===== src/rtl/gate_activation_pipe_if.sv =====
// Stream bundle for gate_activation_pipe: pre-activation words in, activations out.
// A word moves on a cycle where valid & ready are both high; the producer keeps valid and payload stable until then.
interface gate_activation_pipe_if #(
  parameter int DATA_WIDTH = 16,
  parameter int TAG_WIDTH  = 4,
  parameter int CNT_WIDTH  = 16
);
  logic                  in_valid;
  logic                  in_ready;
  logic [DATA_WIDTH-1:0] in_data;
  logic [1:0]            in_func;
  logic [TAG_WIDTH-1:0]  in_tag;
  logic                  out_valid;
  logic                  out_ready;
  logic [DATA_WIDTH-1:0] out_data;
  logic [TAG_WIDTH-1:0]  out_tag;
  logic                  out_sat;
  logic [CNT_WIDTH-1:0]  out_count;

  modport master (
    output in_valid, in_data, in_func, in_tag, out_ready,
    input  in_ready, out_valid, out_data, out_tag, out_sat, out_count
  );

  modport slave (
    input  in_valid, in_data, in_func, in_tag, out_ready,
    output in_ready, out_valid, out_data, out_tag, out_sat, out_count
  );
endinterface


===== src/rtl/gate_activation_pipe.sv =====
// Two-stage elastic pipeline applying hard sigmoid / hard tanh / identity / ReLU
// to signed fixed-point gate pre-activations, with tag pass-through and transfer counter.
module gate_activation_pipe #(
  parameter int DATA_WIDTH  = 16,
  parameter int FRACT_WIDTH = 8,
  parameter int TAG_WIDTH   = 4,
  parameter int CNT_WIDTH   = 16
) (
  input logic                clk,
  input logic                rst,
  gate_activation_pipe_if.slave bus
);
  localparam int EW = DATA_WIDTH + 2;
  localparam logic signed [EW-1:0] ONE_E  = EW'(1) << FRACT_WIDTH;
  localparam logic signed [EW-1:0] HALF_E = ONE_E >>> 1;
  localparam logic [DATA_WIDTH-1:0] ONE_D     = ONE_E[DATA_WIDTH-1:0];
  localparam logic [DATA_WIDTH-1:0] NEG_ONE_D = DATA_WIDTH'(-ONE_E);

  typedef enum logic [1:0] {
    FN_SIGMOID = 2'd0,
    FN_TANH    = 2'd1,
    FN_IDENT   = 2'd2,
    FN_RELU    = 2'd3
  } func_e;

  logic                         s1_valid;
  logic signed [DATA_WIDTH-1:0] s1_data;
  func_e                        s1_func;
  logic [TAG_WIDTH-1:0]         s1_tag;

  logic                  s2_valid;
  logic [DATA_WIDTH-1:0] s2_data;
  logic [TAG_WIDTH-1:0]  s2_tag;
  logic                  s2_sat;
  logic [CNT_WIDTH-1:0]  count;

  logic s2_adv;
  logic s1_adv;

  // An empty stage or a draining downstream frees a slot in the same cycle.
  assign s2_adv = !s2_valid || bus.out_ready;
  assign s1_adv = !s1_valid || s2_adv;

  // Widened by two bits so the sigmoid offset and clamp tests cannot overflow.
  logic signed [EW-1:0]  x_e;
  logic signed [EW-1:0]  sig_t;
  logic [DATA_WIDTH-1:0] res;
  logic                  sat;

  assign x_e   = {{2{s1_data[DATA_WIDTH-1]}}, s1_data};
  assign sig_t = (x_e >>> 2) + HALF_E;

  always_comb begin
    res = s1_data;
    sat = 1'b0;
    case (s1_func)
      FN_SIGMOID: begin
        if (sig_t < 0) begin
          res = '0;
          sat = 1'b1;
        end else if (sig_t > ONE_E) begin
          res = ONE_D;
          sat = 1'b1;
        end else begin
          res = sig_t[DATA_WIDTH-1:0];
        end
      end
      FN_TANH: begin
        if (x_e > ONE_E) begin
          res = ONE_D;
          sat = 1'b1;
        end else if (x_e < -ONE_E) begin
          res = NEG_ONE_D;
          sat = 1'b1;
        end
      end
      FN_IDENT: res = s1_data;
      FN_RELU:  res = s1_data[DATA_WIDTH-1] ? '0 : s1_data;
      default:  res = s1_data;
    endcase
  end

  always_ff @(posedge clk) begin
    if (rst) begin
      s1_valid <= 1'b0;
      s1_data  <= '0;
      s1_func  <= FN_SIGMOID;
      s1_tag   <= '0;
      s2_valid <= 1'b0;
      s2_data  <= '0;
      s2_tag   <= '0;
      s2_sat   <= 1'b0;
      count    <= '0;
    end else begin
      if (s1_adv) begin
        s1_valid <= bus.in_valid;
        if (bus.in_valid) begin
          s1_data <= bus.in_data;
          s1_func <= func_e'(bus.in_func);
          s1_tag  <= bus.in_tag;
        end
      end
      if (s2_adv) begin
        s2_valid <= s1_valid;
        if (s1_valid) begin
          s2_data <= res;
          s2_tag  <= s1_tag;
          s2_sat  <= sat;
        end
      end
      if (s2_valid && bus.out_ready) begin
        count <= count + CNT_WIDTH'(1);
      end
    end
  end

  assign bus.in_ready  = s1_adv;
  assign bus.out_valid = s2_valid;
  assign bus.out_data  = s2_data;
  assign bus.out_tag   = s2_tag;
  assign bus.out_sat   = s2_sat;
  assign bus.out_count = count;
endmodule


===== src/flat_wrapper.sv =====
// flat-port wrapper written by rule: the top's interface ports become plain ports
module gate_activation_pipe_flat 
#(
  parameter int DATA_WIDTH  = 16,
  parameter int FRACT_WIDTH = 8,
  parameter int TAG_WIDTH   = 4,
  parameter int CNT_WIDTH   = 16
)
  (clk, rst, bus_in_valid, bus_in_data, bus_in_func, bus_in_tag, bus_out_ready, bus_in_ready, bus_out_valid, bus_out_data, bus_out_tag, bus_out_sat, bus_out_count);
  gate_activation_pipe_if #(.DATA_WIDTH(DATA_WIDTH), .TAG_WIDTH(TAG_WIDTH), .CNT_WIDTH(CNT_WIDTH)) bus_i ();
  input logic clk;
  input logic rst;
  input wire logic [$bits(bus_i.in_valid)-1:0] bus_in_valid;
  input wire logic [$bits(bus_i.in_data)-1:0] bus_in_data;
  input wire logic [$bits(bus_i.in_func)-1:0] bus_in_func;
  input wire logic [$bits(bus_i.in_tag)-1:0] bus_in_tag;
  input wire logic [$bits(bus_i.out_ready)-1:0] bus_out_ready;
  output wire logic [$bits(bus_i.in_ready)-1:0] bus_in_ready;
  output wire logic [$bits(bus_i.out_valid)-1:0] bus_out_valid;
  output wire logic [$bits(bus_i.out_data)-1:0] bus_out_data;
  output wire logic [$bits(bus_i.out_tag)-1:0] bus_out_tag;
  output wire logic [$bits(bus_i.out_sat)-1:0] bus_out_sat;
  output wire logic [$bits(bus_i.out_count)-1:0] bus_out_count;
  assign bus_i.in_valid = bus_in_valid;
  assign bus_i.in_data = bus_in_data;
  assign bus_i.in_func = bus_in_func;
  assign bus_i.in_tag = bus_in_tag;
  assign bus_i.out_ready = bus_out_ready;
  assign bus_in_ready = bus_i.in_ready;
  assign bus_out_valid = bus_i.out_valid;
  assign bus_out_data = bus_i.out_data;
  assign bus_out_tag = bus_i.out_tag;
  assign bus_out_sat = bus_i.out_sat;
  assign bus_out_count = bus_i.out_count;
  gate_activation_pipe #(.DATA_WIDTH(DATA_WIDTH), .FRACT_WIDTH(FRACT_WIDTH), .TAG_WIDTH(TAG_WIDTH), .CNT_WIDTH(CNT_WIDTH)) u_core (.clk(clk), .rst(rst), .bus(bus_i));
endmodule

===== config.mk =====
export PLATFORM = sky130hd
export DESIGN_NAME = gate_activation_pipe_flat
export DESIGN_NICKNAME = d
export VERILOG_FILES = /design/src/rtl/gate_activation_pipe_if.sv /design/src/rtl/gate_activation_pipe.sv /design/src/flat_wrapper.sv
export SDC_FILE = /design/constraint.sdc
export NUM_CORES = 1
export LEC_CHECK = 0
export ABC_AREA = 1
export BUFFER_PORTS_ARGS = -buffer_cell sky130_fd_sc_hd__clkbuf_2
export CORE_MARGIN = 2
export CORE_UTILIZATION = 54
export DETAILED_ROUTE_END_ITERATION = 10
export GPL_TIMING_DRIVEN = 0
export HOLD_SLACK_MARGIN = 0.05
export PLACE_DENSITY = 0.88
export SYNTH_ARGS = -nofsm -noshare
export SYNTH_HDL_FRONTEND = slang
export SYNTH_SLANG_ARGS = --single-unit

===== constraint.sdc =====
create_clock -name clk -period 2.05 [get_ports clk]
set_input_delay 0.41 -clock clk [delete_from_list [all_inputs] [get_ports clk]]
set_output_delay 0.41 -clock clk [all_outputs]
set_load 0.01 [all_outputs]

# After elaboration in Yosys (flattened, before gate mapping)

Index checks and enable logic that the tools add are counted.
W data, S select, Z words.

Register bits after elaboration: 61
Bits in latches: 0
Bits in writable memories: 0
Memory bits (read-only): 0
Memories: 0

$add $sub $neg: 2
Multipliers: 0
Div/mod/pow operators: 0
Magnitude comparators: 4
Eq/ne operators: 3
Shift-type cells: 0
Mux-type cells: 11
Bitwise operators: 0
Reductions and logical operators: 8

Operator list:

| cell                    | count |
|---|---|
| $mux W16                | 4 |
| $pmux W16 S4            | 1 |
| $add A16 B1 Y16 const B | 1 |
| $gt A16 B10 Y1 const B  | 1 |
| $lt A16 B9 Y1 const B   | 1 |
| $add A14 B9 Y15 const B | 1 |
| $gt A15 B10 Y1 const B  | 1 |
| $lt A15 B1 Y1 const B   | 1 |
| $mux W15                | 1 |
| $eq A2 B2 Y1 const B    | 2 |
| $mux W1                 | 4 |
| $reduce_and A2 Y1       | 2 |
| $eq A2 B1 Y1 const B    | 1 |
| $logic_not A1 Y1        | 2 |
| $logic_not A2 Y1        | 1 |
| $logic_or A1 B1 Y1      | 2 |
| $pmux W1 S2             | 1 |
| $logic_and A1 B1 Y1     | 1 |

# Depth between registers and ports, before layout

Depth in word-level cells: 5
Gate-level depth with buffers: 13
Mapped depth without buffers: 12

# Worst setup path after synthesis

OpenSTA, ideal clock, no wires.

Path kind: reg-to-reg
Start point: reg u_core.s1_data[11]
End point: reg u_core.s2_data[2], in the netlist u_core.bus.out_data[2]
Arrival: 1666 ps
Slack: 328 ps
Cell stages (with the launch flop): 14
Buffers on the path: 2
Period minus slack after synthesis: 1722 ps
Cells stage by stage: dfxtp_1 buf_6 nand3_1 nor2_1 nand4_1 ha_1 buf_2 inv_1 nand2_1 nor2_2 nand2_1 nand3_1 nand2_1 inv_1

Cells in the longest elaborated chain, start to end: 5
Elaborated cells on any way between the ends: 10
Those cells by class: add/sub: 1; order compare: 4; mux: 5

Ends and longest elaborated chain:

| element                | line                        | RTL |
|---|---|---|
| start, declared        | gate_activation_pipe.sv:27  | `logic signed [DATA_WIDTH-1:0] s1_data;` |
| start signal, assigned | gate_activation_pipe.sv:98  | `s1_data <= bus.in_data;` |
| $add A14 B9 Y15        | gate_activation_pipe.sv:51  | `assign sig_t = (x_e >>> 2) + HALF_E;` |
| $gt A15 B10 Y1         | gate_activation_pipe.sv:61  | `end else if (sig_t > ONE_E) begin` |
| $mux W16               | gate_activation_pipe.sv:61  |  |
| $mux W16               | gate_activation_pipe.sv:58  | `if (sig_t < 0) begin` |
| $pmux W16 S4 (*)       | gate_activation_pipe.sv:56  | `case (s1_func)` |
| end signal, assigned   | gate_activation_pipe.sv:106 | `s2_data <= res;` |
| end, declared          | gate_activation_pipe.sv:32  | `logic [DATA_WIDTH-1:0] s2_data;` |

Every way passes the cells marked *; elsewhere a longest branch is shown, timed or not.
A chain may end at the register's enable or synchronous reset.

# Worst setup path in the final report

Start point: reg u_core.s1_data[11]
End point: reg u_core.s2_data[5], in the netlist u_core.bus.out_data[5]

Same word-level chain as after synthesis.

==> flow_metrics.env <==
export IMPL_outcome="completed"
export IMPL_cts_sinks=61
export IMPL_r2r_cells=13
export IMPL_cts_tree="yes"
export IMPL_p_leak_uw=0.00172
export IMPL_power_density_mw_per_mm2=780
export IMPL_grt_pass1_wl_um=13700
export IMPL_drc=0
export IMPL_finalSetupViolCount=0
export IMPL_max_cap_violations=0
export IMPL_synthCells=454
export IMPL_insertion_delay_ns=0.36
export IMPL_antenna_left=0
export IMPL_drive_gt1_share_pct=22.6
export IMPL_slowest_delay_ns=0.33
export IMPL_place_congestion=0.949
export IMPL_fin_crit_sh_pct=94.6
export IMPL_worst_pin_slew_ns=0.534
export IMPL_n_fill_cell=496
export IMPL_syn_area_per_cell_um2=6.84
export IMPL_crit_type="flip-flop to flip-flop"
export IMPL_root_buffer="clkbuf_8"
export IMPL_slew_violations=0
export IMPL_r2r_end="u_core.bus.out_data[5]$_SDFFE_PP0P_"
export IMPL_track_usage_pct=27.7
export IMPL_cp_cell_sequence="buf_6, nand3_1, nor2_2, nand4_1, ha_1, buf_4, inv_4, nand2_2, nor2_4, nand2_1, nand3_1, nand2_1, inv_1"
export IMPL_critPathSlowestCell="dfxtp_1"
export IMPL_hpwl_um=5850
export IMPL_netlist_area_mm2=0.00311
export IMPL_hold_path_startpoint="bus_in_tag[2]"
export IMPL_grt_pass1_vias=3123
export IMPL_yosys_register_bits=61
export IMPL_r2r_start="u_core.s1_data[11]$_SDFFE_PP0P_"
export IMPL_min_path_cells=3
export IMPL_via_per_inst=5.50
export IMPL_pin_count=65
export IMPL_fin_crit_ns=1.94
export IMPL_fin_nets=559
export IMPL_maxSlewHeadroom_pct=64.4
export IMPL_synth_area_leader_cell="dfxtp_1"
export IMPL_start_util_pct=56.1
export IMPL_max_clock_freq_mhz=516
export IMPL_hold_viol=0
export IMPL_path_clk_slew_ns=0.07
export IMPL_cp_arrival_ns=2.24
export IMPL_synth_commonest_cells="78 x nand2_1, 78 x nor2_1, 61 x dfxtp_1"
export IMPL_start_kind="flip-flop"
export IMPL_wl_per_cell_um=13.9
export IMPL_via_count=3337
export IMPL_numCtsBuffers=9
export IMPL_cp_max_fo=8
export IMPL_postRouteWirelength_um=8460
export IMPL_regArea_mm2=0.00123
export IMPL_synth_cell_types=30
export IMPL_critPathRequiredTime_ns=2.35
export IMPL_ys_warn_count=0
export IMPL_firstDrtPassIters=6
export IMPL_synth_nets=483
export IMPL_grt_ovfl_total=0
export IMPL_cts_buffer_depth=2
export IMPL_worstHoldPathType="primary input to flip-flop"
export IMPL_port_buffers=63
export IMPL_antenna_found_initial=0
export IMPL_synth_edf_count=0
export IMPL_ff2ff_setup_slack_ns=0.11
export IMPL_synth_main_ff_cell="dfxtp_1"
export IMPL_fp_dieH_um=79.8
export IMPL_seq_area_frac_synth_pct=39.3
export IMPL_grt_max_degree=12
export IMPL_async_flop_share_pct=0
export IMPL_die_area_mm2=0.00637
export IMPL_h_tree_depth=3
export IMPL_vdd_drop_max_v=0.000596
export IMPL_multiInputGateArea_mm2=0.00159
export IMPL_rows=27
export IMPL_skew_ns=0.00758
export IMPL_p_total_uw=2950
export IMPL_diodes=0
export IMPL_drt_iter0_drc=471
export IMPL_core_area_mm2=0.00554
export IMPL_worst_setup_path_end_kind="flip-flop"
export IMPL_syn2layout_area_growth_pct=21.7
export IMPL_synth_top_area_share_pct=39.3
export IMPL_holdPathEnd="u_core.s1_tag[2]$_SDFFE_PP0P_"
export IMPL_die_w_um=79.8
export IMPL_ys_top_cells_by_area="dfxtp_1 39%, nand2_1 9.4%, nor2_1 9.4%"
export IMPL_final_util_pct=68.2
## worst max-delay path by stage
stage	startpoint	endpoint	slack, ns
final	u_core.s1_data[11]$_SDFFE_PP0P_	u_core.bus.out_data[5]$_SDFFE_PP0P_	0.11
after global routing	u_core.s1_data[11]$_SDFFE_PP0P_	u_core.bus.out_data[5]$_SDFFE_PP0P_	-0.01
after CTS	u_core.s1_data[11]$_SDFFE_PP0P_	u_core.bus.out_data[5]$_SDFFE_PP0P_	0.02
after detailed placement	u_core.s1_data[10]$_SDFFE_PP0P_	u_core.bus.out_data[2]$_SDFFE_PP0P_	-0.04
after global placement	u_core.s1_data[10]$_SDFFE_PP0P_	u_core.bus.out_data[7]$_SDFFE_PP0P_	0.002
after floorplan	u_core.s1_data[11]$_SDFFE_PP0P_	u_core.bus.out_data[2]$_SDFFE_PP0P_	0.33
## area by class of cell
class                   count  share of cell area, %
plain buffers              21                   3.08
well taps                  72                   2.38
clock buffers              11                   4.01
repair buffers             65                   8.74
inverters                  51                   5.13
clock inverters             5                   2.15
flip-flops and latches     61                   32.5
multi-input cells         321                   42.1
## stage by stage
stage,setup WS (ns),std cells,setup TNS [ns],area (um^2),hold WS [ns]
floorplan,0.328,454,0,3110,0.450
global placement,0.00193,589,0,3510,0.455
detailed placement,-0.0414,589,-0.120,3510,0.464
CTS,0.0172,605,0,3750,0.309
global route,-0.00976,607,-0.00976,3780,0.320
finish,0.111,607,0,3780,0.310
## critical path, delay by kind of cell, from the launching register on
kind | cells | cell delay, ns
adders and majority gates | 1 | 0.28
buffers and inverters | 4 | 0.41
DFF | 1 | 0.33
and+or+nand+nor | 8 | 0.85
## registers in the layout, summed over array words and instances, names as in the netlist
| register | flops |
|---|---|
| u_core.bus.out_data | 16 |
| u_core.bus.out_count | 16 |
| u_core.s1_data | 16 |
| u_core.s1_valid | 1 |
| u_core.bus.out_tag | 4 |
| u_core.bus.out_valid | 1 |
| u_core.s1_func | 2 |
| u_core.s1_tag | 4 |
| u_core.bus.out_sat | 1 |
## cells by family after synthesis
logic type | after synthesis | share of synthesized area (%)
buffers and inverters | 72 | 9.83
flip-flops | 61 | 39.3
AO/OA/AOI/OAI | 95 | 16.6
XOR/XNOR | 3 | 0.846
AND/OR/NAND/NOR | 220 | 32.2
adder cells (fa/ha/maj) | 3 | 1.21
## repair_timing
item,CTS,global route
setup endpoints to repair,4,8
hold buffers,0,0
hold endpoints to repair,0,0
resized for setup,2,8
pin swaps,0,2
buffers inserted,0,2
## placed cells by master, fill, tap and decap left out, drive strengths merged
cell	n
bufinv	2
a21oi	42
o21bai	2
a31oi	1
clkinv	1
a22oi	9
xor2	3
nor3	5
nor2	91
o21ai	36
clkinvlp	1
and3	1
nand2	81
nand4	17
ha	3
o21a	1
buf	13
nand3	25
o211ai	4
dfxtp	61
clkbuf	84
inv	52
## where the power goes
group          internal [uW]  switching (uW)
Clock                    753             512
Combinational            138             271
Sequential              1240            38.5
## routing by layer
metal / part of all wire (%) / wire (um) / GRT usage, % / up-vias
met4: 3.4 / 291 / 15.3 / 0
met2: 48 / 4100 / 45.1 / 172
li1: - / - / - / 1638
met5: 0 / 0 / 0 / -
met1: 40 / 3360 / 32.9 / 1493
met3: 8.3 / 706 / 7.58 / 34
No activity file was read; power rests on OpenSTA's default activity.
